==> config.mk <==
export PLATFORM = sky130hd
export DESIGN_NAME = mmd_byte_sequencer_flat
export DESIGN_NICKNAME = d
export VERILOG_FILES = /design/src/rtl/mmd_pkg.sv /design/src/rtl/mmd_byte_sequencer_if.sv /design/src/rtl/mmd_mod_counter.sv /design/src/rtl/mmd_byte_sequencer.sv /design/src/flat_wrapper.sv
export SDC_FILE = /design/constraint.sdc
export NUM_CORES = 1
export LEC_CHECK = 0
export ABC_AREA = 0
export BUFFER_PORTS_ARGS = -buffer_cell sky130_fd_sc_hd__buf_2
export CAP_MARGIN = 10
export CORE_MARGIN = 2
export CORE_UTILIZATION = 53
export CTS_CLUSTER_DIAMETER = 60
export DETAILED_ROUTE_END_ITERATION = 12
export PLACE_DENSITY_LB_ADDON = 0.1
export SYNTH_ARGS = -nofsm -noshare
export SYNTH_HDL_FRONTEND = slang
export SYNTH_SLANG_ARGS = --single-unit
==> constraint.sdc <==
create_clock -name clk -period 2.2 [get_ports clk]
set_clock_uncertainty 0.15 [all_clocks]
set_input_delay 0.22 -clock clk [delete_from_list [all_inputs] [get_ports clk]]
set_output_delay 0.22 -clock clk [all_outputs]
set_load 0.02 [all_outputs]
==> src/rtl/mmd_pkg.sv <==
// Shared state encoding and default sizing for the byte sequencer that feeds
// the 16-to-1 byte multiplexer stage.
package mmd_pkg;

    typedef enum logic [1:0] {
        ST_IDLE = 2'd0,
        ST_LOAD = 2'd1,
        ST_SCAN = 2'd2,
        ST_DONE = 2'd3
    } mmd_state_t;

    localparam int MMD_NUM_BYTES = 16;
    localparam int MMD_BYTE_W    = 8;
    localparam int MMD_SEL_W     = 4;

endpackage

==> src/rtl/mmd_byte_sequencer_if.sv <==
// Byte-in / select-out stream bundle between the sequencer (slave) and the
// block that feeds bytes and consumes select/byte pairs (master).
interface mmd_byte_sequencer_if
    import mmd_pkg::*;
#(
    parameter int NUM_BYTES = MMD_NUM_BYTES,
    parameter int BYTE_W    = MMD_BYTE_W,
    parameter int SEL_W     = MMD_SEL_W
);
    logic                        start;
    logic                        in_valid;
    logic                        in_ready;
    logic [BYTE_W-1:0]           in_data;
    logic [NUM_BYTES*BYTE_W-1:0] data_inputs;
    logic [SEL_W-1:0]            select;
    logic                        sel_valid;
    logic                        sel_ready;
    logic                        sel_last;
    logic                        done;

    modport master (
        output start, in_valid, in_data, sel_ready,
        input  in_ready, data_inputs, select, sel_valid, sel_last, done
    );

    modport slave (
        input  start, in_valid, in_data, sel_ready,
        output in_ready, data_inputs, select, sel_valid, sel_last, done
    );

endinterface

==> src/rtl/mmd_mod_counter.sv <==
// Wrapping SEL_W-bit index counter with clear, enable and direction control.
// Clear loads the first value of the chosen direction; tc flags the last one.
module mmd_mod_counter #(
    parameter int SEL_W = 4
) (
    input  logic             clk,
    input  logic             rst,
    input  logic             clr,
    input  logic             en,
    input  logic             up,
    output logic [SEL_W-1:0] count,
    output logic             tc
);
    logic [SEL_W-1:0] count_reg;

    always_ff @(posedge clk) begin
        if (rst || clr) begin
            count_reg <= up ? '0 : '1;
        end else if (en) begin
            count_reg <= up ? (count_reg + SEL_W'(1)) : (count_reg - SEL_W'(1));
        end
    end

    assign count = count_reg;
    assign tc    = up ? (count_reg == '1) : (count_reg == '0);

endmodule

==> src/rtl/mmd_byte_sequencer.sv <==
// Collects NUM_BYTES bytes into a flat mux buffer, then sweeps the select index
// once with backpressure and pulses done. MMD_REVERSE_SCAN_EN selects a
// descending sweep; loading order is the same in both builds.
module mmd_byte_sequencer
    import mmd_pkg::*;
#(
    parameter int NUM_BYTES = MMD_NUM_BYTES,
    parameter int BYTE_W    = MMD_BYTE_W,
    parameter int SEL_W     = MMD_SEL_W
) (
    input logic                 clk,
    input logic                 rst,
    mmd_byte_sequencer_if.slave bus
);
`ifdef MMD_REVERSE_SCAN_EN
    localparam logic SCAN_UP = 1'b0;
`else
    localparam logic SCAN_UP = 1'b1;
`endif

    mmd_state_t        state_reg;
    logic              in_ready_reg;
    logic              sel_valid_reg;
    logic              done_reg;
    logic [BYTE_W-1:0] lane_reg [NUM_BYTES];

    logic [SEL_W-1:0]  byte_cnt;
    logic [SEL_W-1:0]  scan_cnt;
    logic              byte_tc;
    logic              scan_tc;
    logic              frame_start;
    logic              load_accept;
    logic              scan_take;

    // Handshakes only use registered flags, so no input reaches an output.
    assign frame_start = (state_reg == ST_IDLE) && bus.start;
    assign load_accept = in_ready_reg && bus.in_valid;
    assign scan_take   = sel_valid_reg && bus.sel_ready;

    mmd_mod_counter #(.SEL_W(SEL_W)) u_byte_cnt (
        .clk   (clk),
        .rst   (rst),
        .clr   (frame_start),
        .en    (load_accept),
        .up    (1'b1),
        .count (byte_cnt),
        .tc    (byte_tc)
    );

    mmd_mod_counter #(.SEL_W(SEL_W)) u_scan_cnt (
        .clk   (clk),
        .rst   (rst),
        .clr   (frame_start),
        .en    (scan_take),
        .up    (SCAN_UP),
        .count (scan_cnt),
        .tc    (scan_tc)
    );

    always_ff @(posedge clk) begin
        if (rst) begin
            state_reg     <= ST_IDLE;
            in_ready_reg  <= 1'b0;
            sel_valid_reg <= 1'b0;
            done_reg      <= 1'b0;
        end else begin
            unique case (state_reg)
                ST_IDLE: begin
                    if (bus.start) begin
                        state_reg    <= ST_LOAD;
                        in_ready_reg <= 1'b1;
                    end
                end
                ST_LOAD: begin
                    if (load_accept && byte_tc) begin
                        state_reg     <= ST_SCAN;
                        in_ready_reg  <= 1'b0;
                        sel_valid_reg <= 1'b1;
                    end
                end
                ST_SCAN: begin
                    if (scan_take && scan_tc) begin
                        state_reg     <= ST_DONE;
                        sel_valid_reg <= 1'b0;
                        done_reg      <= 1'b1;
                    end
                end
                ST_DONE: begin
                    state_reg <= ST_IDLE;
                    done_reg  <= 1'b0;
                end
                default: begin
                    state_reg     <= ST_IDLE;
                    in_ready_reg  <= 1'b0;
                    sel_valid_reg <= 1'b0;
                    done_reg      <= 1'b0;
                end
            endcase
        end
    end

    // The buffer is only written during LOAD, so it holds steady through SCAN.
    generate
        for (genvar gi = 0; gi < NUM_BYTES; gi++) begin : g_lane
            always_ff @(posedge clk) begin
                if (rst) begin
                    lane_reg[gi] <= '0;
                end else if (load_accept && (byte_cnt == SEL_W'(gi))) begin
                    lane_reg[gi] <= bus.in_data;
                end
            end
            assign bus.data_inputs[BYTE_W*gi +: BYTE_W] = lane_reg[gi];
        end
    endgenerate

    assign bus.in_ready  = in_ready_reg;
    assign bus.sel_valid = sel_valid_reg;
    assign bus.select    = sel_valid_reg ? scan_cnt : '0;
    assign bus.sel_last  = sel_valid_reg && scan_tc;
    assign bus.done      = done_reg;

endmodule

==> src/flat_wrapper.sv <==
// flat-port wrapper written by rule: the top's interface ports become plain ports
module mmd_byte_sequencer_flat import mmd_pkg::*;
#(
    parameter int NUM_BYTES = MMD_NUM_BYTES,
    parameter int BYTE_W    = MMD_BYTE_W,
    parameter int SEL_W     = MMD_SEL_W
)
  (clk, rst, bus_start, bus_in_valid, bus_in_data, bus_sel_ready, bus_in_ready, bus_data_inputs, bus_select, bus_sel_valid, bus_sel_last, bus_done);
  mmd_byte_sequencer_if #(.NUM_BYTES(NUM_BYTES), .BYTE_W(BYTE_W), .SEL_W(SEL_W)) bus_i ();
  input logic clk;
  input logic rst;
  input wire logic [$bits(bus_i.start)-1:0] bus_start;
  input wire logic [$bits(bus_i.in_valid)-1:0] bus_in_valid;
  input wire logic [$bits(bus_i.in_data)-1:0] bus_in_data;
  input wire logic [$bits(bus_i.sel_ready)-1:0] bus_sel_ready;
  output wire logic [$bits(bus_i.in_ready)-1:0] bus_in_ready;
  output wire logic [$bits(bus_i.data_inputs)-1:0] bus_data_inputs;
  output wire logic [$bits(bus_i.select)-1:0] bus_select;
  output wire logic [$bits(bus_i.sel_valid)-1:0] bus_sel_valid;
  output wire logic [$bits(bus_i.sel_last)-1:0] bus_sel_last;
  output wire logic [$bits(bus_i.done)-1:0] bus_done;
  assign bus_i.start = bus_start;
  assign bus_i.in_valid = bus_in_valid;
  assign bus_i.in_data = bus_in_data;
  assign bus_i.sel_ready = bus_sel_ready;
  assign bus_in_ready = bus_i.in_ready;
  assign bus_data_inputs = bus_i.data_inputs;
  assign bus_select = bus_i.select;
  assign bus_sel_valid = bus_i.sel_valid;
  assign bus_sel_last = bus_i.sel_last;
  assign bus_done = bus_i.done;
  mmd_byte_sequencer #(.NUM_BYTES(NUM_BYTES), .BYTE_W(BYTE_W), .SEL_W(SEL_W)) u_core (.clk(clk), .rst(rst), .bus(bus_i));
endmodule
* Word level (Yosys, flattened, before mapping)
Memory sizes are Yosys's and may differ from the RTL's.
Cells that the tools add are included.
** Cells by class
- Shift operators :: 0
- Divide/modulo/power cells :: 0
- Add/subtract/negate cells :: 2
- Multipliers :: 0
- $lt $le $gt $ge :: 0
- Reductions and logical operators :: 31
- Muxes and demuxes :: 79
- Bitwise operators :: 16
- Equal/unequal tests :: 22
** Operators by type and width (count)
- 8-bit 2-to-1 mux :: 16
- 1-bit 2-to-1 mux :: 55
- 4-bit equality test (second input constant) :: 9
- 1-bit logical AND :: 21
- 4-bit by 3-bit equality test with 1-bit output (second input constant) :: 4
- 1-bit OR :: 16
- 3-bit AND reduction :: 3
- 4-bit by 1-bit adder with 4-bit output (second input constant) :: 2
- 4-bit by 2-bit equality test with 1-bit output (second input constant) :: 2
- 2-bit case mux with 4 select lines :: 1
- 2-bit 2-to-1 mux :: 3
- 1-bit case mux with 2 select lines :: 3
- 2-bit nonzero test :: 3
- 2-bit equality test (second input constant) :: 2
- 4-bit by 1-bit equality test with 1-bit output (second input constant) :: 1
- 4-bit logical NOT :: 1
- 4-bit 2-to-1 mux :: 1
- 2-bit by 1-bit inequality test with 1-bit output (second input constant) :: 2
- 2-bit by 1-bit equality test with 1-bit output (second input constant) :: 1
- 2-bit logical NOT :: 1
- 2-bit inequality test (second input constant) :: 1
- 2-bit AND reduction :: 1
- 1-bit logical OR :: 1
** Word-level totals
- Register bits :: 13
- Bits in latches :: 0
- RAM bits :: 128
- Memories kept :: 1
- Input port bits :: 13
- Memory bits (read-only) :: 0
** Memory list
- u_core.lane_reg :: depth 16, bits a word 8, rd ports 16, clocked after memory_dff 0, write ports 16, RTL line mmd_byte_sequencer.sv:25 : logic [BYTE_W-1:0] lane_reg [NUM_BYTES];

* Depth between registers and ports, before layout
Gate-level depths: netlist of run 1.
- Depth after elaboration :: 6
- Gate-level depth with buffers :: 6
- Gate-level depth less buffers :: 6

* By module
Synthesis of run 1 repeated with hierarchy kept, for this count alone.
** Second synthesis, totals
- Cells, all modules :: 453
- Area, all modules :: 5814.3 um^2
** Modules (own cells, without submodules)
- mmd_byte_sequencer :: cells an instance 385, times used 1, area each 5131.2 um^2
- mmd_mod_counter :: cells an instance 34, times used 2, area each 341.6 um^2

* Least setup slack after synthesis of run 1
Ideal clock, no wire load.
- Kind :: reg-to-reg
- Start point :: register u_core.in_ready_reg (netlist: u_core.bus.in_ready)
- End point :: memory u_core.lane_reg[11][0] (netlist bit), enable pin
- Arrival :: 1459 ps
- Stages on the path, launching flop included :: 5
- Buffers on the path :: 1
- Slack :: 216 ps
- Setup time :: 375 ps
- Period minus slack after synthesis :: 1984 ps
- Data required time :: 1675 ps
- Cells stage by stage :: dfxtp_1 -> and2_1 -> buf_2 -> nand2_1 -> o21bai_1
** RTL lines
- start, declared :: RTL line mmd_byte_sequencer.sv:22 : logic in_ready_reg;
- start signal, assigned :: RTL line mmd_byte_sequencer.sv:63 : in_ready_reg <= 1'b0;
- start signal, assigned :: RTL line mmd_byte_sequencer.sv:71 : in_ready_reg <= 1'b1;
- start signal, assigned :: RTL line mmd_byte_sequencer.sv:77 : in_ready_reg <= 1'b0;
- end, declared :: RTL line mmd_byte_sequencer.sv:25

* Worst setup path in the final report of run 1
- Start point :: register u_core.u_scan_cnt.count_reg[0] (netlist: u_core.u_scan_cnt.count[0])
- End point :: output bus_sel_last
** On the way
- Word-level cells in the longest chain between the ends :: 2
** RTL lines
- start, declared :: RTL line mmd_mod_counter.sv:14 : logic [SEL_W-1:0] count_reg;
- start signal, assigned :: RTL line mmd_mod_counter.sv:18 : count_reg <= up ? '0 : '1;
- start signal, assigned :: RTL line mmd_mod_counter.sv:20 : count_reg <= up ? (count_reg + SEL_W'(1)) : (count_reg - SEL_W'(1));
- 4-bit equality test :: RTL line mmd_mod_counter.sv:25 : assign tc = up ? (count_reg == '1) : (count_reg == '0);
- 1-bit logical AND :: RTL line mmd_byte_sequencer.sv:119 : assign bus.sel_last = sel_valid_reg && scan_tc;
- end, declared :: RTL line flat_wrapper.sv:20 : output wire logic [$bits(bus_i.sel_last)-1:0] bus_sel_last;
Every way passes these cells.

==> summary.md, run 1 <==
| Metric | Value |
|---|---|
| Max-slew headroom | `0.660` |
| Via count | `approximately 3800` |
| Sinks on Clock Net | `141` |
| CTS Buffer Depth | `2` |
| Post-synth cell types | `35` |
| Status | `complete, no violations` |
| Area contributors post-synth | `edfxtp_1, and2_1, dfxtp_1, ha_1, o21bai_1` |
| ANT cells | `0` |
| Post-synthesis mux area share | `0.00173` |
| Pin count of the biggest net entering global routing | `27` |
| Post-Synth Simple-Gate Area | `0.202` |
| Fillers | `812` |
| CTS tree | `built` |
| DIE WIDTH | `108 um` |
| Tot GR Track Use | `0.233` |
| Io pins | `~150` |
| IO Port Bufs | `148` |
| Final net count | `598` |
| Fin crit share | `0.860` |
| Reg clk slew, reported paths | `0.06 ns` |
| Final setup fails | `0` |
| Area grow syn2layout | `26.3%` |
| Num CTS Buffers | `17` |
| Routed wire per std cell | `about 18 um` |
| Global placement routability congestion | `approximately 0.83` |
| DRT Wirelength | `between 10 and 15 mm` |
| CP Capture Type | `primary output` |
| Core Box Area | `approximately 0.011 mm^2` |
| Worst Tran Pin Value | `0.508 ns` |
| Layout cells sized above 1 | `0.343` |
| CP startpoint kind | `flop` |
| FF+latch count, synth | `141` |
| VDD IR-drop max | `between 0.0004 and 0.0005 V` |
| Remaining global-route overflow | `0` |
| Worst min-delay path class | `input pin to flop` |
| Max reg flops | `128` |
| Max Slew Vio Count | `0` |
| CP Max Fanout | `4` |
| First-pass GRT wire length | `between 15 and 20 mm` |
| Sequential area share after synthesis | `0.710` |
| Footprint of the multi-input gates | `approximately 0.0016 mm^2` |
| Via-to-Cell Ratio | `around 5.2` |
| Largest family of logic cells by synthesized area | `simple AND/OR/NAND/NOR gates` |
| XOR/XNOR share of the synthesized area | `0.00757` |
| Fmax achieved | `roughly 530 MHz` |
| Top cell type by total area after synthesis | `edfxtp_1` |
| Mapped Avg Cell Area | `~14 um^2` |
| Post-synthesis adder-cell area fraction | `0.0216` |
| # DRC | `0` |
| Area after DPL | `between 0.006 and 0.007 mm^2` |
| RSZ-0062 raised after global routing | `no` |
| Initial Util | `0.538` |
| Yosys warnings | `0` |
| Leak Pwr | `3.07 nW` |
| Post-Syn Nets | `430` |
| Final worst path period need | `1.89 ns` |
| Cell area after layout | `approximately 0.0073 mm^2` |
| Mapped cell area | `0.00578 mm^2` |
| Worst EP required | `between 1.5 and 2 ns` |
| Gate Count Post-Synth | `between 400 and 500` |
| Area share of the largest cell type after synthesis | `0.665` |
| DR pass1 iterations | `4` |
| Post-CTS setup buffer count | `0` |
| Number of global-route vias before repair | `3676` |
| H-tree Lvls | `4` |
| Setup TNS | `0 ns` |
| WS Path Type | `flop to primary output` |
| Antenna-violating nets left | `0` |
| HPWL Detailed | `a little under 9 mm` |
| Total power per unit cell area | `873 mW/mm^2` |
| Iter 0 DRT Violations | `191` |
| Die H | `~110 um` |
| FF+latch area | `between 0.004 and 0.005 mm^2` |
| Initial antenna violation count | `2` |
| Final Hold Vio Count | `0` |
| Die ar. | `0.0118 mm^2` |
| Complex-gate fraction of the synthesized area | `0.0396` |
| Core Rows | `38` |
| Max-cap violation count | `0` |
| CTS root buffer | `clkbuf_8` |
| Worst path arrival time | `approximately 1.5 ns` |
| Clk Latency, worst-skew pair | `about 0.52 ns` |
[cell type report]
class / instances / area share
multi-input combinational: 242 / 0.216
timing repair buffer: 165 / 0.120
clock inverter: 12 / 0.0170
tap: 140 / 0.0240
sequential: 141 / 0.562
inverter: 8 / 0.00411
clock buffer: 18 / 0.0572
[per-stage QoR]
stage / setup WS (ns) / utilization / hold WS, ns / power [mW] / instances
floorplan: 0.216 / - / 0.230 / 3.55 / 407
global placement: 0.428 / 0.626 / 0.320 / 3.78 / 693
detailed placement: 0.374 / 0.626 / 0.331 / 3.80 / 693
CTS: 0.276 / 0.680 / 0.0131 / 6.41 / 726
global route: 0.197 / 0.680 / 0.0405 / 6.61 / 726
finish: 0.307 / 0.680 / 0.0363 / 6.37 / 726
[synthesized netlist by cell type]
library cell and count:
and2_1 133, edfxtp_1 128, nor2_1 20, dfxtp_1 13, nand2_1 13, o21bai_1 11, clkbuf_1 10, ha_1 10
inv_1 8, nor3_2 8, a31o_2 5, nand2b_1 5, nand3_1 5, o21ai_0 5, buf_2 4, xor2_1 4
a21oi_1 3, buf_4 2, nand4_1 2, nor2b_1 2, o41ai_1 2, a21boi_0 1, a21o_1 1, a22oi_1 1
a31oi_1 1, and3_1 1, and4_1 1, mux2i_1 1, nand3b_1 1, nor2b_4 1, o221ai_1 1, o31ai_1 1
or3_1 1, or4_1 1, xnor2_1 1
[kinds of logic (layout without fill, tap and decap cells)]
| kind of cell | after synthesis | in the layout |
|---|---|---|
| and+or+nand+nor | 194 | 194 |
| DFF | 141 | 141 |
| AOI/OAI and AO/OA | 32 | 32 |
| buffers and inverters | 24 | 203 |
| adders and majority gates | 10 | 10 |
| xor gates and xnor gates | 5 | 5 |
| muxes | 1 | 1 |
[critical path, stage by stage, from the launching register on]
cell and delay, ns:
dfxtp_1 0.39, ha_1 0.20, and4_1 0.25, buf_2 0.18
[cell usage in the layout, fill, tap and decap left out, types with 10 or more instances in the layout]
cell	n
clkbuf_16	16
nand2_1	13
buf_2	148
ha_1	10
and2_1	133
buf_4	14
dfxtp_1	13
o21bai_1	11
nor2_1	20
edfxtp_1	128
[power breakdown]
group	internal, mW	total (mW)	switching [mW]
logic	0.204	0.668	0.464
registers	3.04	3.09	0.0477
clock network	1.59	2.62	1.03
total	4.83	6.37	1.54
[per-layer routing]
layer,vias to the layer above,routed length [um],global-route usage
li1,1759,-,-
met1,1815,5330,0.314
met2,180,6330,0.352
met3,19,1290,0.0790
met4,0,226,0.0879
met5,-,0,0
[what timing repair did]
item	CTS	global route
hold buffers	3	0
gates resized for setup	0	0
endpoints found under the hold margin	6	0
[path summary, 6_finish.rpt]
check	startpoint	to	slack, ns	cells past startpoint
setup / recovery	u_core.u_scan_cnt.count[0]	bus_sel_last	0.31	3
hold / removal	rst	u_core.bus.in_ready	0.04	3
setup reg to reg	u_core.u_byte_cnt.count[0]	u_core.lane_reg[7][7]	0.34	4
hold reg to reg	u_core.u_scan_cnt.count[1]	u_core.u_scan_cnt.count[1]	0.34	2
No activity file was read; power rests on OpenSTA's default activity.
==> run 2: changes to the inputs <==
--- a/config.mk
+++ b/config.mk
@@ -5,10 +5,9 @@
 export SDC_FILE = /design/constraint.sdc
 export NUM_CORES = 1
 export LEC_CHECK = 0
-export ABC_AREA = 0
 export BUFFER_PORTS_ARGS = -buffer_cell sky130_fd_sc_hd__buf_2
 export CAP_MARGIN = 10
-export CORE_MARGIN = 2
+export CORE_MARGIN = 10
 export CORE_UTILIZATION = 53
 export CTS_CLUSTER_DIAMETER = 60
 export DETAILED_ROUTE_END_ITERATION = 12
==> run 2 against run 1 <==
  * Cell count is 0.14% higher
  * Routed wire length is 7.1% higher
  * Worst setup slack worse by 0.040 ns
  * Utilization is 0.48 points higher
  * Critical endpoint unchanged
==> summary.md, run 2 (synthesized netlist as in run 1, its figures left out) <==
| Metric | Value |
|---|---|
| Worst path bufs/invs | `1` |
| Post-CTS setup buffer count | `0` |
| Die H | `~120 um` |
| Area after DPL | `between 0.006 and 0.007 mm^2` |
| Post_cts resized | `0` |
| Family with the most delay on the worst path | `flip-flops` |
| Max-cap violation count | `0` |
| Io pins | `about 150` |
| Met2 Wirelength | `about 6.6 mm` |
| Footprint of the multi-input gates | `about 0.0016 mm^2` |
| Core Rows | `38` |
| CTS Buffer Depth | `2` |
| Reg clk slew, reported paths | `0.06 ns` |
| WS Path Type | `flop to primary output` |
| Layout cells sized above 1 | `0.346` |
| Remaining global-route overflow | `0` |
| # DRC | `0` |
| Pin count of the biggest net entering global routing | `27` |
| Iter 0 DRT Violations | `between 300 and 400` |
| Crit path cell chain | `ha_1 > and4_1 > buf_2` |
| Initial Util | `0.538` |
| CP Capture Type | `primary output` |
| DR pass1 iterations | `4` |
| Antenna-violating nets left | `0` |
| FF+latch area | `roughly 0.004 mm^2` |
| Total power per unit cell area | `approximately 900 mW/mm^2` |
| Final Total Pwr | `around 6.6 mW` |
| CP startpoint kind | `flop` |
| Leak Pwr | `slightly above 3 nW` |
| Highest Signal Layer | `met4` |
| Worst EP required | `between 1.5 and 2 ns` |
| Max-slew headroom | `0.635` |
| Final setup fails | `0` |
| Fillers | `789` |
| CTS tree | `built` |
| Util after Layout | `0.684` |
| Final worst path period need | `a little under 2 ns` |
| Final Hold Vio Count | `0` |
| CP max stage cell | `dfxtp_1` |
| Routed wire per std cell | `between 15 and 20 um` |
| WL met3 | `about 1.2 mm` |
| Worst min-delay path class | `input pin to flop` |
| Fmax achieved | `about 520 MHz` |
| Fin crit share | `0.879` |
| Core Box Area | `0.0107 mm^2` |
| Worst Tran Pin Value | `around 0.54 ns` |
| Final net count | `about 600` |
| Commonest non-fill, non-tap cell in the layout | `buf_2` |
| Global placement routability congestion | `roughly 0.80` |
| Max Slew Vio Count | `0` |
| Tot GR Track Use | `0.181` |
| Sinks on Clock Net | `between 100 and 150` |
| Cell area after layout | `approximately 0.0074 mm^2` |
| CTS root buffer | `clkbuf_8` |
| VDD IR-drop max | `approximately 0.00047 V` |
| DIE WIDTH | `roughly 120 um` |
| H-tree Lvls | `4` |
| CP Max Fanout | `4` |
| Clk Latency, worst-skew pair | `roughly 0.52 ns` |
| Worst path arrival time | `1.56 ns` |
| HPWL Detailed | `a little under 10 mm` |
| Status | `complete, no violations` |
| RSZ-0062 raised after global routing | `no` |
| Max reg flops | `between 100 and 150` |
| Initial antenna violation count | `0` |
| Worst hold margin | `0.0284 ns` |
| Reg2Reg Setup Slack | `around 0.34 ns` |
| Area grow syn2layout | `27.2%` |
| ANT cells | `0` |
| DRT Wirelength | `roughly 14 mm` |
| IO Port Bufs | `between 100 and 150` |
| Commonest cells after routing, fill and taps aside | `buf_2, and2_1, edfxtp_1, nor2_1, clkbuf_16` |
| CP max stage delay | `a little under 0.4 ns` |
| DRT met1 WL | `just over 6 mm` |
| Setup TNS | `0 ns` |
| Num CTS Buffers | `17` |
| Number of global-route vias before repair | `3874` |
| Die ar. | `0.0155 mm^2` |
| Via count | `roughly 3700` |
| # hold bufs at CTS | `3` |
| First-pass GRT wire length | `22.2 mm` |
| Via-to-Cell Ratio | `around 5.1` |
-- run 2: changes by cell type in the layout (fill, tap and decap cells not counted) --
cell	previous run	this run
clkinv_1	4	1
bufinv_16	2	4
clkbuf_1	1	3
clkinv_4	2	0
clkinv_2	0	1
clkinvlp_4	3	4
-- run 2: path summary, 6_finish.rpt --
path | startpoint | to | cells after the start
worst max-delay path | u_core.u_scan_cnt.count[0] | bus_sel_last | 3
worst min-delay path | rst | u_core.bus.in_ready | 3
worst max register to register | u_core.u_byte_cnt.count[0] | u_core.lane_reg[7][2] | 4
worst min register to register | u_core.bus.done | u_core.bus.done | 2
-- run 2: layer usage --
| metal | GRT usage | vias up |
|---|---|---|
| met5 | 0 | - |
| met1 | 0.228 | 1784 |
| met3 | 0.0711 | 27 |
| met4 | 0.0617 | 0 |
| li1 | - | 1766 |
| met2 | 0.281 | 152 |
-- run 2: worst reg2reg max path: stages (launching register included) --
cell and delay (ns):
dfxtp_1 0.41, ha_1 0.32, nand2_1 0.18, nor2_1 0.46, and2_1 0.21
-- run 2: final cells by class --
class	count	share of cell area
Multi-Input combinational cell	242	0.214
Inverter	8	0.00408
Timing Repair Buffer	165	0.119
Tap cell	140	0.0238
Clock inverter	11	0.0228
Sequential cell	141	0.558
Clock buffer	20	0.0579
-- run 2: where the power goes --
part	switching (mW)	internal (mW)	leakage, nW	total, mW
logic	0.461	0.202	1.39	0.663
registers	0.0508	3.04	1.43	3.09
clock network	1.05	1.83	0.275	2.88
total	1.56	5.07	3.09	6.63
-- run 2: through the flow --
step	cells	setup slack, ns
after global placement	693	0.433
after global routing	727	0.169
after detailed placement	693	0.366
after floorplan	407	0.216
after CTS	727	0.268
final	727	0.267
==> run 3: changes to the inputs <==
--- a/config.mk
+++ b/config.mk
@@ -7,8 +7,8 @@
 export LEC_CHECK = 0
 export BUFFER_PORTS_ARGS = -buffer_cell sky130_fd_sc_hd__buf_2
 export CAP_MARGIN = 10
-export CORE_MARGIN = 10
-export CORE_UTILIZATION = 53
+export CORE_MARGIN = 8
+export CORE_UTILIZATION = 48
 export CTS_CLUSTER_DIAMETER = 60
 export DETAILED_ROUTE_END_ITERATION = 12
 export PLACE_DENSITY_LB_ADDON = 0.1
==> constraint.sdc (replaced) <==
create_clock -name clk -period 1.75 [get_ports clk]
set_clock_uncertainty 0.15 [all_clocks]
set_input_delay 0.175 -clock clk [delete_from_list [all_inputs] [get_ports clk]]
set_output_delay 0.175 -clock clk [all_outputs]
set_load 0.02 [all_outputs]
==> run 3 against run 2 <==
  * Global-route usage decreased by 0.19 points
  * Sequential power grew 26%
  * Non-clock buffer count grew 5
  * Sequential share of layout area fell by 1.8 points
  * Largest cell class unchanged
  * Largest power group is now the clock network
==> summary.md, run 3 (synthesized netlist as in run 1, its figures left out) <==
| Metric | Value |
|---|---|
| Via-to-Cell Ratio | `4.99` |
| WS Path Type | `flop to flop` |
| Initial Util | `0.487` |
| Final net count | `between 600 and 700` |
| Hold path start | `bus_start` |
| Final worst path period need | `1.68 ns` |
| Max-cap violation count | `0` |
| Fillers | `918` |
| Critical R2R Launch | `u_core.u_byte_cnt.count[3]` |
| Max Slew Vio Count | `0` |
| Num CTS Buffers | `17` |
| DR pass1 iterations | `4` |
| Final Total Pwr | `8.68 mW` |
| Global placement routability congestion | `0.818` |
| Tot GR Track Use | `0.180` |
| Layout cells sized above 1 | `0.406` |
| Max-slew headroom | `0.699` |
| DRT Wirelength | `about 14 mm` |
| Die ar. | `roughly 0.016 mm^2` |
| CTS root buffer | `clkbuf_16` |
| Sinks on Clock Net | `between 100 and 150` |
| Setup TNS | `0 ns` |
| Util after Layout | `0.641` |
| Final setup fails | `0` |
| Worst hold margin | `between 0.06 and 0.07 ns` |
| ANT cells | `0` |
| Routed wire per std cell | `18.9 um` |
| Leak Pwr | `~3.2 nW` |
| First-pass GRT wire length | `between 20 and 25 mm` |
| Reg2Reg Setup Slack | `roughly 0.07 ns` |
| CP Max Fanout | `10` |
| Worst Tran Pin Value | `about 0.45 ns` |
| Initial antenna violation count | `0` |
| Area after DPL | `0.00688 mm^2` |
| RSZ-0062 raised after global routing | `yes` |
| Fmax achieved | `around 600 MHz` |
| Worst hold endpoint | `u_core.bus.in_ready` |
| DRT met1 WL | `5.88 mm` |
| DIE WIDTH | `about 130 um` |
| HPWL Detailed | `9.71 mm` |
| Iter 0 DRT Violations | `roughly 230` |
| H-tree Lvls | `4` |
| VDD IR-drop max | `~0.00083 V` |
| Commonest cells after routing, fill and taps aside | `buf_2, and2_1, edfxtp_1, buf_4, clkbuf_16` |
| CP max stage cell | `dfxtp_1` |
| CP startpoint kind | `flop` |
| Antenna-violating nets left | `0` |
| Worst EP required | `between 1.5 and 2 ns` |
| Cell depth of the worst flop-to-flop path | `3` |
| Worst path arrival time | `about 1.8 ns` |
| Clk Latency, worst-skew pair | `~0.4 ns` |
| Area grow syn2layout | `31.5%` |
| Hold path depth | `4` |
| Met2 Wirelength | `approximately 6.6 mm` |
| Fin crit share | `0.960` |
| Total power per unit cell area | `1140 mW/mm^2` |
| CTS Buffer Depth | `2` |
| Core Rows | `40` |
| Remaining global-route overflow | `0` |
| Via count | `about 3700` |
| Cell area after layout | `0.00760 mm^2` |
| WL met3 | `between 1 and 1.5 mm` |
| IO Port Bufs | `148` |
| Pin count of the biggest net entering global routing | `27` |
| CP Capture Type | `flop` |
| Io pins | `between 100 and 150` |
| Worst min-delay path class | `input pin to flop` |
| # DRC | `0` |
| CTS tree | `built` |
| Die H | `approximately 130 um` |
| Status | `complete, no violations` |
| Core Box Area | `~0.012 mm^2` |
| Final Hold Vio Count | `0` |
| Number of global-route vias before repair | `between 3000 and 4000` |
| Max reg flops | `around 130` |
| CP max stage delay | `about 0.49 ns` |
| Crit path cell chain | `nand2_1 > nor3_2 > and2_1` |
| Highest Signal Layer | `met4` |
| R2r endpoint | `u_core.lane_reg[10][1]` |
| Commonest non-fill, non-tap cell in the layout | `buf_2` |
| Reg clk slew, reported paths | `approximately 0.060 ns` |
-- run 3: cell types whose count changed in the layout (fill, tap and decap cells not counted), moves of 3 or more --
cell,delta
dfxtp_2,+3
clkinv_2,+3
buf_12,+4
dfxtp_1,-3
nor2_1,-7
clkbuf_1,-3
buf_4,+4
o21bai_1,-11
o21bai_2,+10
nor2_2,+7
-- run 3: routing by layer --
metal,vias up,GRT usage
met5,-,0
met4,0,0.0665
met3,15,0.0814
met2,121,0.284
met1,1792,0.212
li1,1766,-
-- run 3: worst max path at each step --
stage	from	end	slack, ns	cells after the start
floorplan	u_core.bus.in_ready	u_core.lane_reg[13][0]	0.04	4
CTS	u_core.u_byte_cnt.count[0]	u_core.lane_reg[5][5]	0.002	4
detailed placement	u_core.u_byte_cnt.count[0]	u_core.lane_reg[5][5]	0.006	4
global placement	u_core.u_byte_cnt.count[0]	u_core.lane_reg[5][1]	0.08	4
finish	u_core.u_byte_cnt.count[3]	u_core.lane_reg[10][1]	0.07	3
global route	u_core.u_byte_cnt.count[3]	u_core.lane_reg[9][6]	-0.05	3
-- run 3: metrics by stage --
stage	std cells	setup slack, ns
after floorplan	407	0.0383
after global placement	707	0.0791
after detailed placement	707	0.00579
after CTS	740	0.00223
after global routing	740	-0.0549
final	740	0.0702
-- run 3: power by group --
group	total (mW)	switching, mW	internal (mW)	leakage [nW]
Combinational	0.905	0.618	0.287	1.47
Clock	3.89	1.37	2.53	0.309
Sequential	3.88	0.0591	3.82	1.43
-- run 3: final cells by class --
cell class	count	area [um^2]	area share
clock inverter	15	219	0.0288
clock buffer	17	425	0.0560
tap	147	184	0.0242
sequential	141	4110	0.540
multi-input combinational	242	1680	0.220
timing repair buffer	170	961	0.126
inverter	8	30.0	0.00395
-- run 3: what timing repair did --
item,4_1_cts,5_1_grt
buffers inserted,0,0
endpoints found under the hold margin,3,0
endpoints found under the setup margin,1,91
hold buffers,1,0
pin swaps,0,1
gates resized for setup,2,19
-- run 3: worst max-delay path: cells and delay by family (launching register included) --
kind / cells / cell delay (ns)
and+or+nand+nor: 3 / 0.91
DFF: 1 / 0.49
